<file path="src/rtl/alu_frame_sequencer_if.sv">
// Byte-stream, TX-handshake and adder-operand signals around the ALU frame sequencer.
// The master modport is the sequencer side; slave is the UART/adder side.
interface alu_frame_sequencer_if #(
  parameter int N = 16
);
  logic [7:0]   rx_data;
  logic         rx_valid;
  logic [7:0]   tx_data;
  logic         tx_start;
  logic         tx_busy;
  logic [N-1:0] alu_a;
  logic [N-1:0] alu_b;
  logic [N-1:0] alu_result;
  logic [3:0]   alu_flags;
  logic         busy;
  logic         frame_err;

  modport master (
    input  rx_data, rx_valid, tx_busy, alu_result, alu_flags,
    output tx_data, tx_start, alu_a, alu_b, busy, frame_err
  );

  modport slave (
    output rx_data, rx_valid, tx_busy, alu_result, alu_flags,
    input  tx_data, tx_start, alu_a, alu_b, busy, frame_err
  );
endinterface

</file>
<file path="src/rtl/alu_frame_sequencer.sv">
// Frames UART bytes into adder operands, returns sum + {V,N,Z,P}; ALU_SEQ_CHECKSUM_EN appends an XOR byte.
// First tx_start 2 cycles after the last operand byte; each TX byte waits for tx_busy low.
module alu_frame_sequencer #(
  parameter int         N              = 16,
  parameter logic [7:0] SYNC_BYTE      = 8'hA5,
  parameter int         TIMEOUT_CYCLES = 1000000
) (
  input  logic                  clk,
  input  logic                  rst,
  alu_frame_sequencer_if.master bus
);
  localparam int BYTES = N / 8;
`ifdef ALU_SEQ_CHECKSUM_EN
  localparam int OUT_BYTES = BYTES + 2;
`else
  localparam int OUT_BYTES = BYTES + 1;
`endif
  localparam int OW = OUT_BYTES * 8;
  localparam int CW = $clog2(OUT_BYTES + 1);
  localparam int TW = $clog2(TIMEOUT_CYCLES);

  localparam logic [CW-1:0] LAST_OP = CW'(BYTES - 1);
  localparam logic [CW-1:0] OUT_CNT = CW'(OUT_BYTES);
  localparam logic [TW-1:0] TO_LAST = TW'(TIMEOUT_CYCLES - 1);

  localparam logic [2:0] S_IDLE     = 3'd0;
  localparam logic [2:0] S_RX_A     = 3'd1;
  localparam logic [2:0] S_RX_B     = 3'd2;
  localparam logic [2:0] S_EXEC     = 3'd3;
  localparam logic [2:0] S_TX_SEND  = 3'd4;
  localparam logic [2:0] S_TX_GUARD = 3'd5;

  logic [2:0]    state_q, state_d;
  logic [CW-1:0] cnt_q, cnt_d;
  logic [TW-1:0] to_q, to_d;
  logic [N-1:0]  a_q, a_d;
  logic [N-1:0]  b_q, b_d;
  logic [OW-1:0] txbuf_q, txbuf_d;
  logic [7:0]    tx_data_q, tx_data_d;
  logic          tx_start_q, tx_start_d;
  logic          busy_q, busy_d;
  logic          ferr_q, ferr_d;
  logic [OW-1:0] frame_w;

`ifdef ALU_SEQ_CHECKSUM_EN
  logic [7:0] csum_w;
  always_comb begin
    csum_w = {4'b0000, bus.alu_flags};
    for (int i = 0; i < BYTES; i++) begin
      csum_w = csum_w ^ bus.alu_result[i*8 +: 8];
    end
  end
  assign frame_w = {bus.alu_result, 4'b0000, bus.alu_flags, csum_w};
`else
  assign frame_w = {bus.alu_result, 4'b0000, bus.alu_flags};
`endif

  always_comb begin
    state_d    = state_q;
    cnt_d      = cnt_q;
    to_d       = to_q;
    a_d        = a_q;
    b_d        = b_q;
    txbuf_d    = txbuf_q;
    tx_data_d  = tx_data_q;
    tx_start_d = 1'b0;
    busy_d     = busy_q;
    ferr_d     = 1'b0;
    case (state_q)
      S_IDLE: begin
        if (bus.rx_valid && bus.rx_data == SYNC_BYTE) begin
          state_d = S_RX_A;
          busy_d  = 1'b1;
          cnt_d   = '0;
          to_d    = '0;
        end
      end
      S_RX_A, S_RX_B: begin
        if (bus.rx_valid) begin
          to_d = '0;
          if (state_q == S_RX_A) a_d = (a_q << 8) | N'(bus.rx_data);
          else                   b_d = (b_q << 8) | N'(bus.rx_data);
          if (cnt_q == LAST_OP) begin
            cnt_d   = '0;
            state_d = (state_q == S_RX_A) ? S_RX_B : S_EXEC;
          end else begin
            cnt_d = cnt_q + CW'(1);
          end
        end else if (to_q == TO_LAST) begin
          // Abort keeps partial operands; only control state is unwound.
          state_d = S_IDLE;
          busy_d  = 1'b0;
          ferr_d  = 1'b1;
          to_d    = '0;
          cnt_d   = '0;
        end else begin
          to_d = to_q + TW'(1);
        end
      end
      S_EXEC: begin
        txbuf_d = frame_w;
        cnt_d   = '0;
        state_d = S_TX_SEND;
      end
      S_TX_SEND: begin
        if (!bus.tx_busy) begin
          tx_data_d  = txbuf_q[OW-1 -: 8];
          txbuf_d    = txbuf_q << 8;
          tx_start_d = 1'b1;
          cnt_d      = cnt_q + CW'(1);
          state_d    = S_TX_GUARD;
        end
      end
      S_TX_GUARD: begin
        if (cnt_q == OUT_CNT) begin
          state_d = S_IDLE;
          busy_d  = 1'b0;
          cnt_d   = '0;
        end else begin
          state_d = S_TX_SEND;
        end
      end
      default: begin
        state_d = S_IDLE;
        busy_d  = 1'b0;
      end
    endcase
  end

  always_ff @(posedge clk) begin
    if (rst) begin
      state_q    <= S_IDLE;
      cnt_q      <= '0;
      to_q       <= '0;
      a_q        <= '0;
      b_q        <= '0;
      txbuf_q    <= '0;
      tx_data_q  <= '0;
      tx_start_q <= 1'b0;
      busy_q     <= 1'b0;
      ferr_q     <= 1'b0;
    end else begin
      state_q    <= state_d;
      cnt_q      <= cnt_d;
      to_q       <= to_d;
      a_q        <= a_d;
      b_q        <= b_d;
      txbuf_q    <= txbuf_d;
      tx_data_q  <= tx_data_d;
      tx_start_q <= tx_start_d;
      busy_q     <= busy_d;
      ferr_q     <= ferr_d;
    end
  end

  assign bus.alu_a     = a_q;
  assign bus.alu_b     = b_q;
  assign bus.tx_data   = tx_data_q;
  assign bus.tx_start  = tx_start_q;
  assign bus.busy      = busy_q;
  assign bus.frame_err = ferr_q;
endmodule

</file>
<file path="src/flat_wrapper.sv">
// flat-port wrapper written by rule: the top's interface ports become plain ports
module alu_frame_sequencer_flat 
#(
  parameter int         N              = 16,
  parameter logic [7:0] SYNC_BYTE      = 8'hA5,
  parameter int         TIMEOUT_CYCLES = 1000000
)
  (clk, rst, bus_rx_data, bus_rx_valid, bus_tx_busy, bus_alu_result, bus_alu_flags, bus_tx_data, bus_tx_start, bus_alu_a, bus_alu_b, bus_busy, bus_frame_err);
  alu_frame_sequencer_if #(.N(N)) bus_i ();
  input  logic clk;
  input  logic rst;
  input wire logic [$bits(bus_i.rx_data)-1:0] bus_rx_data;
  input wire logic [$bits(bus_i.rx_valid)-1:0] bus_rx_valid;
  input wire logic [$bits(bus_i.tx_busy)-1:0] bus_tx_busy;
  input wire logic [$bits(bus_i.alu_result)-1:0] bus_alu_result;
  input wire logic [$bits(bus_i.alu_flags)-1:0] bus_alu_flags;
  output wire logic [$bits(bus_i.tx_data)-1:0] bus_tx_data;
  output wire logic [$bits(bus_i.tx_start)-1:0] bus_tx_start;
  output wire logic [$bits(bus_i.alu_a)-1:0] bus_alu_a;
  output wire logic [$bits(bus_i.alu_b)-1:0] bus_alu_b;
  output wire logic [$bits(bus_i.busy)-1:0] bus_busy;
  output wire logic [$bits(bus_i.frame_err)-1:0] bus_frame_err;
  assign bus_i.rx_data = bus_rx_data;
  assign bus_i.rx_valid = bus_rx_valid;
  assign bus_i.tx_busy = bus_tx_busy;
  assign bus_i.alu_result = bus_alu_result;
  assign bus_i.alu_flags = bus_alu_flags;
  assign bus_tx_data = bus_i.tx_data;
  assign bus_tx_start = bus_i.tx_start;
  assign bus_alu_a = bus_i.alu_a;
  assign bus_alu_b = bus_i.alu_b;
  assign bus_busy = bus_i.busy;
  assign bus_frame_err = bus_i.frame_err;
  alu_frame_sequencer #(.N(N), .SYNC_BYTE(SYNC_BYTE), .TIMEOUT_CYCLES(TIMEOUT_CYCLES)) u_core (.clk(clk), .rst(rst), .bus(bus_i));
endmodule
</file>
<file path="config.mk">
export PLATFORM = sky130hd
export DESIGN_NAME = alu_frame_sequencer_flat
export DESIGN_NICKNAME = d
export VERILOG_FILES = /design/src/rtl/alu_frame_sequencer_if.sv /design/src/rtl/alu_frame_sequencer.sv /design/src/flat_wrapper.sv
export SDC_FILE = /design/constraint.sdc
export NUM_CORES = 1
export LEC_CHECK = 0
export CORE_ASPECT_RATIO = 1.1
export CORE_MARGIN = 2
export CORE_UTILIZATION = 51
export DETAILED_ROUTE_END_ITERATION = 8
export GPL_ROUTABILITY_DRIVEN = 0
export PLACE_DENSITY = 0.79
export REMOVE_ABC_BUFFERS = 1
export SETUP_SLACK_MARGIN = 0.05
export SKIP_LAST_GASP = 1
export SYNTH_ARGS = -nofsm -noshare
export SYNTH_HDL_FRONTEND = slang
export SYNTH_SLANG_ARGS = --single-unit
</file>
<file path="constraint.sdc">
create_clock -name clk -period 2.87 [get_ports clk]
set_input_delay 0.7175 -clock clk [delete_from_list [all_inputs] [get_ports clk]]
set_output_delay 0.7175 -clock clk [all_outputs]
set_load 0.03 [all_outputs]
</file>
==> results of run 1 <==
## critical path, delay by kind of cell
kind            cells  cell delay (ns)
buf+inv             2             0.80
compound gates      2             0.89
simple gates        2             0.23
## metal layers
metal  vias to the layer above  share of wire, %
met1                      1549                46
met3                         6               4.8
li1                       1680                 -
met2                        72                49
met5                         -                 0
met4                         0              0.71
## kinds of logic (layout without fill, tap and decap cells)
family	after synthesis	count (layout)	share of synthesized area, %
DFF	88	88	47.2
AOI/OAI and AO/OA	89	89	14.7
buffers and inverters	36	106	3.86
muxes	12	12	3.22
xor gates and xnor gates	17	17	3.99
and+or+nand+nor	203	203	25.7
adders and majority gates	4	4	1.34
## final timing paths
check	start	end	slack, ns
worst max-delay path	bus_rx_data[7]	u_core.to_q[10]$_SDFFE_PP0P_	0.43
worst min register to register	u_core.bus.tx_data[1]$_SDFFE_PP0P_	u_core.bus.tx_data[1]$_SDFFE_PP0P_	0.46
worst min-delay path	u_core.bus.tx_data[1]$_SDFFE_PP0P_	u_core.bus.tx_data[1]$_SDFFE_PP0P_	0.46
worst max register to register	u_core.state_q[0]$_SDFFE_PP0P_	u_core.state_q[1]$_SDFFE_PP0P_	0.74
## sequential cells by signal, indices dropped and copies added, names as in the netlist
signal	cells
u_core.bus.alu_a	16
u_core.bus.alu_b	16
u_core.bus.busy	1
u_core.bus.frame_err	1
u_core.bus.tx_data	8
u_core.bus.tx_start	1
u_core.cnt_q	2
u_core.state_q	3
u_core.to_q	20
u_core.txbuf_q	20
## metrics by stage
step	util, %	worst slack (ns)	instances
after CTS	67.2	0.446	604
after detailed placement	64.2	0.0616	588
after global placement	64.2	0.155	588
final	67.2	0.427	604
after global routing	67.2	0.279	604
after floorplan	-	0.130	419
## report_power, final
group	total [W]	internal, W	switching (W)
sequential	0.00122	0.00122	0.00000205
clock	0.000863	0.000429	0.000434
combinational	0.0000951	0.0000501	0.0000451
## cell type report
class | instances | area, µm² | share of cell area (%)
inverter | 6 | 22.5 | 0.476
tap | 85 | 106 | 2.25
clock buffer | 10 | 138 | 2.91
timing repair buffer | 84 | 811 | 17.1
sequential | 88 | 1760 | 37.2
clock inverter | 6 | 67.6 | 1.43
multi-input combinational | 325 | 1830 | 38.6
## synthesized netlist by cell type, types with 3 or more instances
cell type / number
nand2_1: 99
dfxtp_1: 88
a21oi_1: 57
nor2_1: 36
clkbuf_1: 21
nand3_1: 19
xor2_1: 15
a211oi_1: 13
and3_1: 12
mux2i_1: 12
nand4_1: 11
buf_2: 7
inv_1: 5
ha_1: 4
o21ai_0: 4
nor3_1: 3
o31ai_1: 3
==> flow_summary.yaml, run 1 <==
outcome:
  status: "complete, no violations"
detailed_routing:
  dr.pass1.iters: 4
  dr_total_vias: 3307
  ant_nets: 0
  wl_um: 8220
  drc: 0
  vias_per_cell: 5.48
  routedWlPerCell_um: 13.6
  first_iter_violations: 160
logic_synthesis:
  synth_edf_count: 0
  yosysWarnings: 0
  synth_seq_cells: 88
  yosysTopAreaCell: "dfxtp_1"
  ys_top_cells_by_area: "dfxtp_1 (47%), nand2_1 (10%), a21oi_1 (7.6%), nor2_1 (3.6%), xor2_1 (3.5%)"
  ys_types: 46
  ys.flop_type: "dfxtp_1"
  syn_avg_cell_area_um2: 8.31
  yosysSeqAreaShare_pct: 47.2
  synthArstFlopShare_pct: 0
  synth_top_area_share_pct: 47.2
  syn-cell-area_mm2: 0.00373
  syn_inst: 449
worst_setup_path:
  critPathArrivalTime_ns: 2.66
  cpPeakStageDelay_ns: 0.55
  path_cells: "clkdlybuf4s50_1 -> nand4b_4 -> o41ai_4 -> buf_4 -> a31o_2 -> nor2_1"
  crit_slowest_cell: "clkdlybuf4s50_1"
  cp.required_ns: 3.09
  rr_worst_depth: 6
  path_class: "input port to flop"
  worst_setup_path_end_kind: "flop"
  path_max_fanout: 20
  worstSetupStartpointType: "input port"
die:
  pin_count: 75
  initial_core_util_pct: 52.9
  core_mm2: 0.00705
  dieArea_mm2: 0.00802
  num_rows: 32
  die_x_um: 85.6
  die_y_um: 93.7
hold_path:
  hp-class: "flop to flop"
  hold_depth: 2
clock_network:
  clock_sinks: 88
  htreeDepth: 3
  cts-resized-gates: 0
  clk_pin_slew_ns: 0.09
  postCtsSetupBuffers: 0
  clockBufferDepth: 2
  root_buffer: "clkbuf_8"
  cts_made_buffers: 9
  cts_tree: "built"
  worst_skew_pair.late_latency_ns: 0.35
  cts_hold_buf: 0
cells_and_area:
  final_cell_mix: "nand2_1 (99), dfxtp_1 (88), clkdlybuf4s50_1 (73), a21oi_1 (57), nor2_1 (36)"
  n_antenna_cell: 0
  final_common_cell: "nand2_1"
  fin_nets: 550
  drive_gt1_share_pct: 6.55
  area_growth_pct: 26.8
  fillers: 584
  stdcell_area_mm2: 0.00473
placement:
  dp_hpwl_um: 5890
  place_area_mm2: 0.00453
  port_buffers: 74
timing:
  final-setup-viol-count: 0
  fin_setup_tns_ns: 0
  final-hold-violation-count: 0
  finalCritPeriodShare_pct: 85.1
  rsz0062_at_grt: "false"
  worstMarginPinSlew_ns: 0.604
  maxSlewHeadroom_pct: 59.7
  drv_slew: 0
  whs_ns: 0.456
  layout_min_cycle_time_ns: 2.44
  skew_ns: 0.0113
  fmax_ghz: 0.409
global_routing:
  grt_max_degree: 61
  antenna_found_initial: 0
  gr-usage-met1_pct: 26.2
  gr-usage-met3_pct: 3.69
  grt_pass1_wl_um: 13300
  busiest_layer: "met2"
  grt_use_total_pct: 20.4
  grt_pass1_vias: 3027
  grt_use_met2_pct: 34.8
  grt_overflow: 0
pwr:
  p_per_area_mw_per_mm2: 461
  leakage_nw: 1.64
  design_power_total_w: 0.00218
  peakVddDrop_mv: 0.282
flow_run:
  maxCapViolations: 0
Power figures use the tool's default switching activity.
==> inputs of run 2 (changes only) <==
==> constraint.sdc (replaced) <==
create_clock -name clk -period 2.3 [get_ports clk]
set_input_delay 0.575 -clock clk [delete_from_list [all_inputs] [get_ports clk]]
set_output_delay 0.575 -clock clk [all_outputs]
set_load 0.03 [all_outputs]
==> flow_summary.yaml, run 2 (synthesized netlist as in run 1, its figures left out) <==
cells_and_area:
  drive_gt1_share_pct: 9.68
  seqCellArea_mm2: 0.00176
  fin_nets: 568
  area_growth_pct: 31.3
  reg_top3: "u_core.to_q (20), u_core.txbuf_q (20)"
  multi_input_area_mm2: 0.00183
  stdcell_count: 622
  final_cell_mix: "nand2_1 (99), dfxtp_1 (88), clkdlybuf4s50_1 (73), a21oi_1 (57), nor2_1 (36)"
  fillers: 542
  final_common_cell: "nand2_1"
  n_antenna_cell: 0
worst_setup_path:
  cp.required_ns: 2.59
  r2r_slack_ns: 0.38
  reg2reg_from: "u_core.state_q[0]$_SDFFE_PP0P_"
  worst_setup_path_end_kind: "flop"
  path_max_fanout: 6
  r2r_end: "u_core.state_q[1]$_SDFFE_PP0P_"
  path_class: "input port to flop"
  critPathArrivalTime_ns: 2.46
  rr_worst_depth: 5
  worstSetupStartpointType: "input port"
clock_network:
  postCtsSetupBuffers: 0
  clk_pin_slew_ns: 0.09
  cts_hold_buf: 0
  worst_skew_pair.late_latency_ns: 0.36
  root_buffer: "clkbuf_8"
  cts_tree: "built"
  clockBufferDepth: 2
  cts_made_buffers: 9
  cts-resized-gates: 0
  clock_sinks: 88
  htreeDepth: 3
global_routing:
  grt_use_total_pct: 21.1
  grt_pass1_wl_um: 13600
  antenna_found_initial: 0
  grt_overflow: 0
  grt_max_degree: 48
  grt_pass1_vias: 3062
pwr:
  leakage_nw: 1.74
  p_per_area_mw_per_mm2: 584
  design_power_total_w: 0.00286
  peakVddDrop_mv: 0.428
die:
  initial_core_util_pct: 52.9
  core_mm2: 0.00705
  die_x_um: 85.6
  die_y_um: 93.7
  num_rows: 32
  pin_count: 75
  dieArea_mm2: 0.00802
timing:
  whs_ns: 0.457
  finalCritPeriodShare_pct: 94.6
  skew_ns: 0.0114
  maxSlewHeadroom_pct: 64.0
  fin_setup_tns_ns: 0
  worstMarginPinSlew_ns: 0.539
  rsz0062_at_grt: "false"
  setup_ws_ns: 0.123
  final-hold-violation-count: 0
  fmax_ghz: 0.459
  layout_min_cycle_time_ns: 2.18
  final-setup-viol-count: 0
  drv_slew: 0
detailed_routing:
  routedWlPerCell_um: 13.7
  dr.pass1.iters: 4
  ant_nets: 0
  dr_total_vias: 3360
  first_iter_violations: 102
  vias_per_cell: 5.40
  drc: 0
  wl_um: 8510
hold_path:
  hp-start: "u_core.bus.tx_data[7]$_SDFFE_PP0P_"
  hold_depth: 2
  hp-class: "flop to flop"
  hold_end: "u_core.bus.tx_data[7]$_SDFFE_PP0P_"
placement:
  dp_hpwl_um: 6090
  place_ws_ns: -0.243
  dpl.cell_count: 606
  port_buffers: 74
outcome:
  status: "complete, no violations"
flow_run:
  maxCapViolations: 0
[run 2: worst max path at each step]
stage,startpoint,endpoint,slack [ns],cells after the start
detailed placement,bus_rx_valid,u_core.to_q[16]$_SDFFE_PP0P_,-0.24,6
finish,bus_rx_valid,u_core.to_q[16]$_SDFFE_PP0P_,0.12,6
global route,bus_rx_valid,u_core.to_q[16]$_SDFFE_PP0P_,0.07,6
floorplan,u_core.state_q[0]$_SDFFE_PP0P_,u_core.txbuf_q[10]$_SDFFE_PP0P_,-0.44,5
CTS,bus_rx_valid,u_core.to_q[16]$_SDFFE_PP0P_,0.12,6
global placement,bus_rx_valid,u_core.to_q[16]$_SDFFE_PP0P_,-0.18,6
[run 2: metal layers]
layer	vias up	track usage, %	wire (µm)
met3	10	3.60	362
met5	-	0	0
li1	1726	-	-
met1	1554	25.6	3760
met2	70	36.8	4270
met4	0	8.73	119
[run 2: cell type report]
class                   count  share of cell area, %
clock inverters             7                   2.07
flip-flops and latches     88                   36.0
well taps                  85                   2.17
clock buffers               9                   2.53
inverters                   6                  0.460
repair buffers            102                   19.6
multi-input cells         325                   37.3
[run 2: stage by stage]
| step | utilization (%) | cell area, µm² |
|---|---|---|
| floorplan | - | 3610 |
| global route | 69.5 | 4900 |
| global placement | 66.3 | 4670 |
| finish | 69.5 | 4900 |
| CTS | 69.5 | 4900 |
| detailed placement | 66.3 | 4670 |
[run 2: worst max-delay path: stages]
cell and delay [ns]:
clkdlybuf4s50_1 0.53, nand4b_4 0.14, o41ai_4 0.43, nand4_2 0.21
or4_1 0.42, a21oi_1 0.15
[run 2: report_power, final]
part	leakage (nW)	internal [W]	switching (W)	total, W
Clock	0.106	0.000621	0.000575	0.00120
Combinational	0.923	0.0000765	0.0000600	0.000136
Sequential	0.708	0.00152	0.00000265	0.00153
==> inputs of run 3 (changes only) <==
--- a/config.mk
+++ b/config.mk
@@ -7,10 +7,11 @@
 export LEC_CHECK = 0
 export CORE_ASPECT_RATIO = 1.1
 export CORE_MARGIN = 2
-export CORE_UTILIZATION = 51
+export CORE_UTILIZATION = 62
 export DETAILED_ROUTE_END_ITERATION = 8
+export DONT_BUFFER_PORTS = 1
 export GPL_ROUTABILITY_DRIVEN = 0
-export PLACE_DENSITY = 0.79
+export PLACE_DENSITY = 0.78
 export REMOVE_ABC_BUFFERS = 1
 export SETUP_SLACK_MARGIN = 0.05
 export SKIP_LAST_GASP = 1
==> flow_summary.yaml, run 3 (synthesized netlist as in run 1, its figures left out) <==
pwr:
  leakage_nw: 1.37
  p_per_area_mw_per_mm2: 677
  peakVddDrop_mv: 0.409
  design_power_total_w: 0.00269
global_routing:
  grt_pass1_wl_um: 12500
  antenna_found_initial: 0
  grt_overflow: 0
  grt_use_total_pct: 23.6
  grt_pass1_vias: 2827
  grt_max_degree: 74
timing:
  fmax_ghz: 0.495
  maxSlewHeadroom_pct: 56.1
  final-hold-violation-count: 0
  skew_ns: 0.00650
  final-setup-viol-count: 0
  fin_setup_tns_ns: 0
  worstMarginPinSlew_ns: 0.656
  drv_slew: 0
  rsz0062_at_grt: "false"
  layout_min_cycle_time_ns: 2.02
  whs_ns: 0.274
  finalCritPeriodShare_pct: 87.8
cells_and_area:
  fin_nets: 474
  reg_top3: "u_core.to_q (20), u_core.txbuf_q (20)"
  n_antenna_cell: 0
  final_common_cell: "nand2_1"
  final_cell_mix: "nand2_1 (99), dfxtp_1 (88), a21oi_1 (57), nor2_1 (36), nand3_1 (19)"
  area_growth_pct: 6.54
  drive_gt1_share_pct: 6.56
worst_setup_path:
  critPathArrivalTime_ns: 2.29
  cpPeakStageDelay_ns: 0.68
  cp.required_ns: 2.57
  crit_top_cell: "a21oi_1"
  path_class: "flop to flop"
  cp_top_family: "flip-flops"
  crit_slowest_cell: "dfxtp_1"
  worstSetupStartpointType: "flop"
  cp.buffers_inverters: 0
  path_cells: "a21oi_1 -> o21ai_0 -> a21oi_1 -> or4b_2 -> o31ai_1"
  worst_setup_path_end_kind: "flop"
  path_max_fanout: 17
clock_network:
  postCtsSetupBuffers: 0
  cts_made_buffers: 9
  cts_hold_buf: 0
  htreeDepth: 3
  root_buffer: "clkbuf_8"
  clk_pin_slew_ns: 0.09
  cts-resized-gates: 0
  clock_sinks: 88
  worst_skew_pair.late_latency_ns: 0.35
  cts_tree: "built"
  clockBufferDepth: 2
die:
  pin_count: 75
  core_mm2: 0.00581
  dieArea_mm2: 0.00666
  die_x_um: 78.0
  die_y_um: 85.4
  initial_core_util_pct: 64.3
  num_rows: 29
detailed_routing:
  dr.pass1.iters: 4
  routedWlPerCell_um: 15.1
  drc: 0
  ant_nets: 0
  vias_per_cell: 5.80
  first_iter_violations: 161
  wl_um: 7840
  dr_total_vias: 3010
placement:
  dp_hpwl_um: 5200
  port_buffers: 0
outcome:
  status: "complete, no violations"
flow_run:
  maxCapViolations: 0
hold_path:
  hp-class: "input port to flop"
-- run 3: cell count changes in the layout (fill, tap and decap cells not counted) --
cell and delta:
clkdlybuf4s50_1 -73, buf_4 -19, buf_12 -1, buf_2 -1, clkbuf_1 +1, clkinv_2 +1, clkinv_4 -1, clkinvlp_4 -1
inv_6 -1
-- run 3: layout make-up --
type	count	area, µm²
clock buffer	10	128
inverter	6	22.5
sequential	88	1760
multi-input combinational	325	1830
clock inverter	5	81.3
tap	77	96.3
fill	525	1830
timing repair buffer	8	60.1
-- run 3: final timing paths --
check,startpoint,endpoint,slack [ns],cells past startpoint
setup reg to reg,u_core.state_q[0]$_SDFFE_PP0P_,u_core.state_q[1]$_SDFFE_PP0P_,0.28,5
hold / removal,rst,u_core.bus.alu_b[9]$_SDFFE_PP0P_,0.27,1
setup / recovery,u_core.state_q[0]$_SDFFE_PP0P_,u_core.state_q[1]$_SDFFE_PP0P_,0.28,5
hold reg to reg,u_core.txbuf_q[17]$_SDFFE_PP0P_,u_core.bus.tx_data[1]$_SDFFE_PP0P_,0.45,2
-- run 3: routing by layer --
layer | vias up | share of wire, % | global-route usage [%]
met4 | 0 | 1.8 | 9.25
met2 | 81 | 50 | 40.1
met1 | 1391 | 42 | 27.3
li1 | 1525 | - | -
met3 | 13 | 6.5 | 7.98
met5 | - | 0 | 0
-- run 3: where the power goes --
group          internal, W  switching (W)  total (W)
Combinational    0.0000121      0.0000122  0.0000244
Sequential         0.00152     0.00000641    0.00153
Clock             0.000608       0.000528    0.00114
Total              0.00214       0.000547    0.00269
-- run 3: per-stage QoR --
stage                     area, µm²  setup slack [ns]  instances  util [%]
final                          3980             0.282        519      68.5
after global routing           3980             0.210        519      68.5
after CTS                      3980             0.339        519      68.5
after detailed placement       3770             0.220        504      64.9
after global placement         3770             0.268        504      64.9
after floorplan                3610            -0.440        419         -
-- run 3: worst reg2reg max path, stage by stage, from the launching register on --
cell and delay [ns]:
dfxtp_1 0.68, a21oi_1 0.17, o21ai_0 0.23, a21oi_1 0.15, or4b_2 0.63, o31ai_1 0.08
==> variant (config.mk and constraints of run 3) <==
Reset style: asynchronous (`rst`), changed in one clocked block.
--- a/src/rtl/alu_frame_sequencer.sv
+++ b/src/rtl/alu_frame_sequencer.sv
@@ -129,3 +129,3 @@
 
-  always_ff @(posedge clk) begin
+  always_ff @(posedge clk or posedge rst) begin
     if (rst) begin
Formal check against the unedited RTL: differs if rst is asserted again (counterexample within 4 cycles, from zero or initial values and one cycle with rst high); with rst held inactive, the same outputs for 10 cycles.
==> variant against run 3 <==
  * Sequential cell count did not move
  * Setup slack got worse by 93 ps
  * Core utilization rose by 3.3 points
  * Final cell count fell by 14%
  * Synthesized area rose by 8.5%
  * Final area rose by 12%
  * Wire length rose by 4.3%
Power is not compared: it rests on default switching activity, and its combinational part moved more than twofold at a synthesized area within 25%.
==> variant: results (changes against run 3) <==
Route
  – Via density: 6.25 (+7.7%)
  – DRT iter0 DRCs: 152 (-5.6%)
  – WL per Instance: 18.4 microns (+22%)

Clock tree
  – Post-CTS sizing: 0 (unchanged)
  – Cts bufs inserted: 9 (unchanged)
  – H-tree depth: 3 (unchanged)
  – CTS max path bufs: 2 (unchanged)
  – Clk_lat worst skew: 360 ps
  – Reg clk slew, reported paths: 90 ps (about the same)

Global routing
  – Pin count of the biggest net entering global routing: 42 (-43%)
  – Initial antenna violation count: 0 (unchanged)
  – Tot GR Track Use: 24.4% (+0.78 points)
  – Global-route wire length before repair: 13200 microns (+5.2%)
  – Vias in the first global route: 2810 (-0.60%)

Power and ir drop
  – Max VDD drop: 0.882 mV
  – Leak: 2.00 nW
  – Comb power: 1.53 mW
  – Seq pwr share: 54.2%

Run status
  – Status: complete, no violations

Synthesis
  – Mux cell area share after synthesis: 14.9% (+12 points)
  – Most frequent cells after synthesis: dfrtp_1, mux2_2, nand2_1, o21ai_0, a21oi_1
  – Synth Area in XOR/XNOR: 0% (-4.0 points)
  – Asr flop ratio synth: 100% (+100 points)
  – Warning count from the yosys run: 0 (unchanged)
  – Top cells by area, synth: dfrtp_1, mux2_2, mux2i_1
  – Post-synthesis adder-cell area fraction: 1.24% (-0.10 points)
  – Yosys cell types: 51 (+11%)
  – Post-synthesis compound-gate area fraction: 14.1% (-0.56 points)
  – Post-synthesis sequential area ratio: 54.4% (+7.2 points)

Critical path
  – Largest stage delay, worst path: 560 ps (-120 ps)
  – Cell at the slowest stage of the critical path: or4b_4
  – CP arrival: 2360 ps (+70 ps)
  – CP top delay family: simple AND/OR/NAND/NOR gates
  – Crit-path max FO: 6 (-11)

Timing
  – Clock skew: 15.3 ps (+8.78 ps)
  – Max-slew headroom: 63.2% (+7.0 points)
  – Fmax: 0.474 GHz (-4.4%)

Placement
  – HPWL after detailed placement: 5720 microns (+10%)
  – Pre-CTS setup slack: 215 ps (-4.65 ps)

Min path
  – Worst Hold Class: in2async

Finish
  – Net count, final: 395 (-17%)
  – Layout cells sized above 1: 23.6% (+17 points)
==> variant: kinds of logic after synthesis <==
kind of cell	count (synthesis)
flops	88
buf+inv	23
mux	55
compound gates	84
simple gates	90
fa+ha+maj	4
==> variant: worst register-to-register path, stage by stage, from the launching register on <==
cell     delay [ps]
dfrtp_1         440
or4b_4          570
nor4_4          240
a21o_1          310
buf_4           180
nor3_1           50
a211o_1         220
==> variant: per-stage QoR <==
step / area, sq um / std cells / TNS (ps) / util [%] / power [mW]
6_report: 4470 / 444 / 0 / 71.7 / 6.03
5_1_grt: 4470 / 444 / 0 / 71.7 / 6.34
4_1_cts: 4470 / 444 / 0 / 71.7 / 6.06
3_5_place_dp: 4230 / 428 / 0 / 68.0 / 4.82
3_3_place_gp: 4230 / 428 / 0 / 68.0 / 4.72
2_1_floorplan: 3970 / 328 / -50880 / - / 4.29
==> variant: final timing paths <==
check / startpoint / to / slack, ps / cells after the start
setup / recovery: u_core.to_q[15] / u_core.to_q[19] / 190 / 6
hold / removal: rst / u_core.txbuf_q[13] / 110 / 1
setup reg to reg: u_core.to_q[15] / u_core.to_q[19] / 190 / 6
hold reg to reg: u_core.txbuf_q[18] / u_core.txbuf_q[18] / 480 / 2
max in group asynchronous: rst / u_core.to_q[2] / 1550 / 2
min in group clk: bus_alu_flags[1] / u_core.txbuf_q[1] / 340 / 1
==> variant: cell type report <==
class	count	area (sq um)
well taps	80	100
flip-flops and latches	88	2200
repair buffers	20	163
fillers	465	1760
inverters	7	27.5
clock inverters	6	97.6
clock buffers	10	138
multi-input cells	233	1740
==> variant: routing by layer <==
layer	vias to the layer above	wire length (microns)	GRT usage [%]	part of all wire, %
met1	1371	3470	29.7	42
met4	0	154	12.6	1.9
met3	11	498	7.35	6.1
met5	-	0	0	0
met2	84	4060	39.3	50
li1	1307	-	-	-
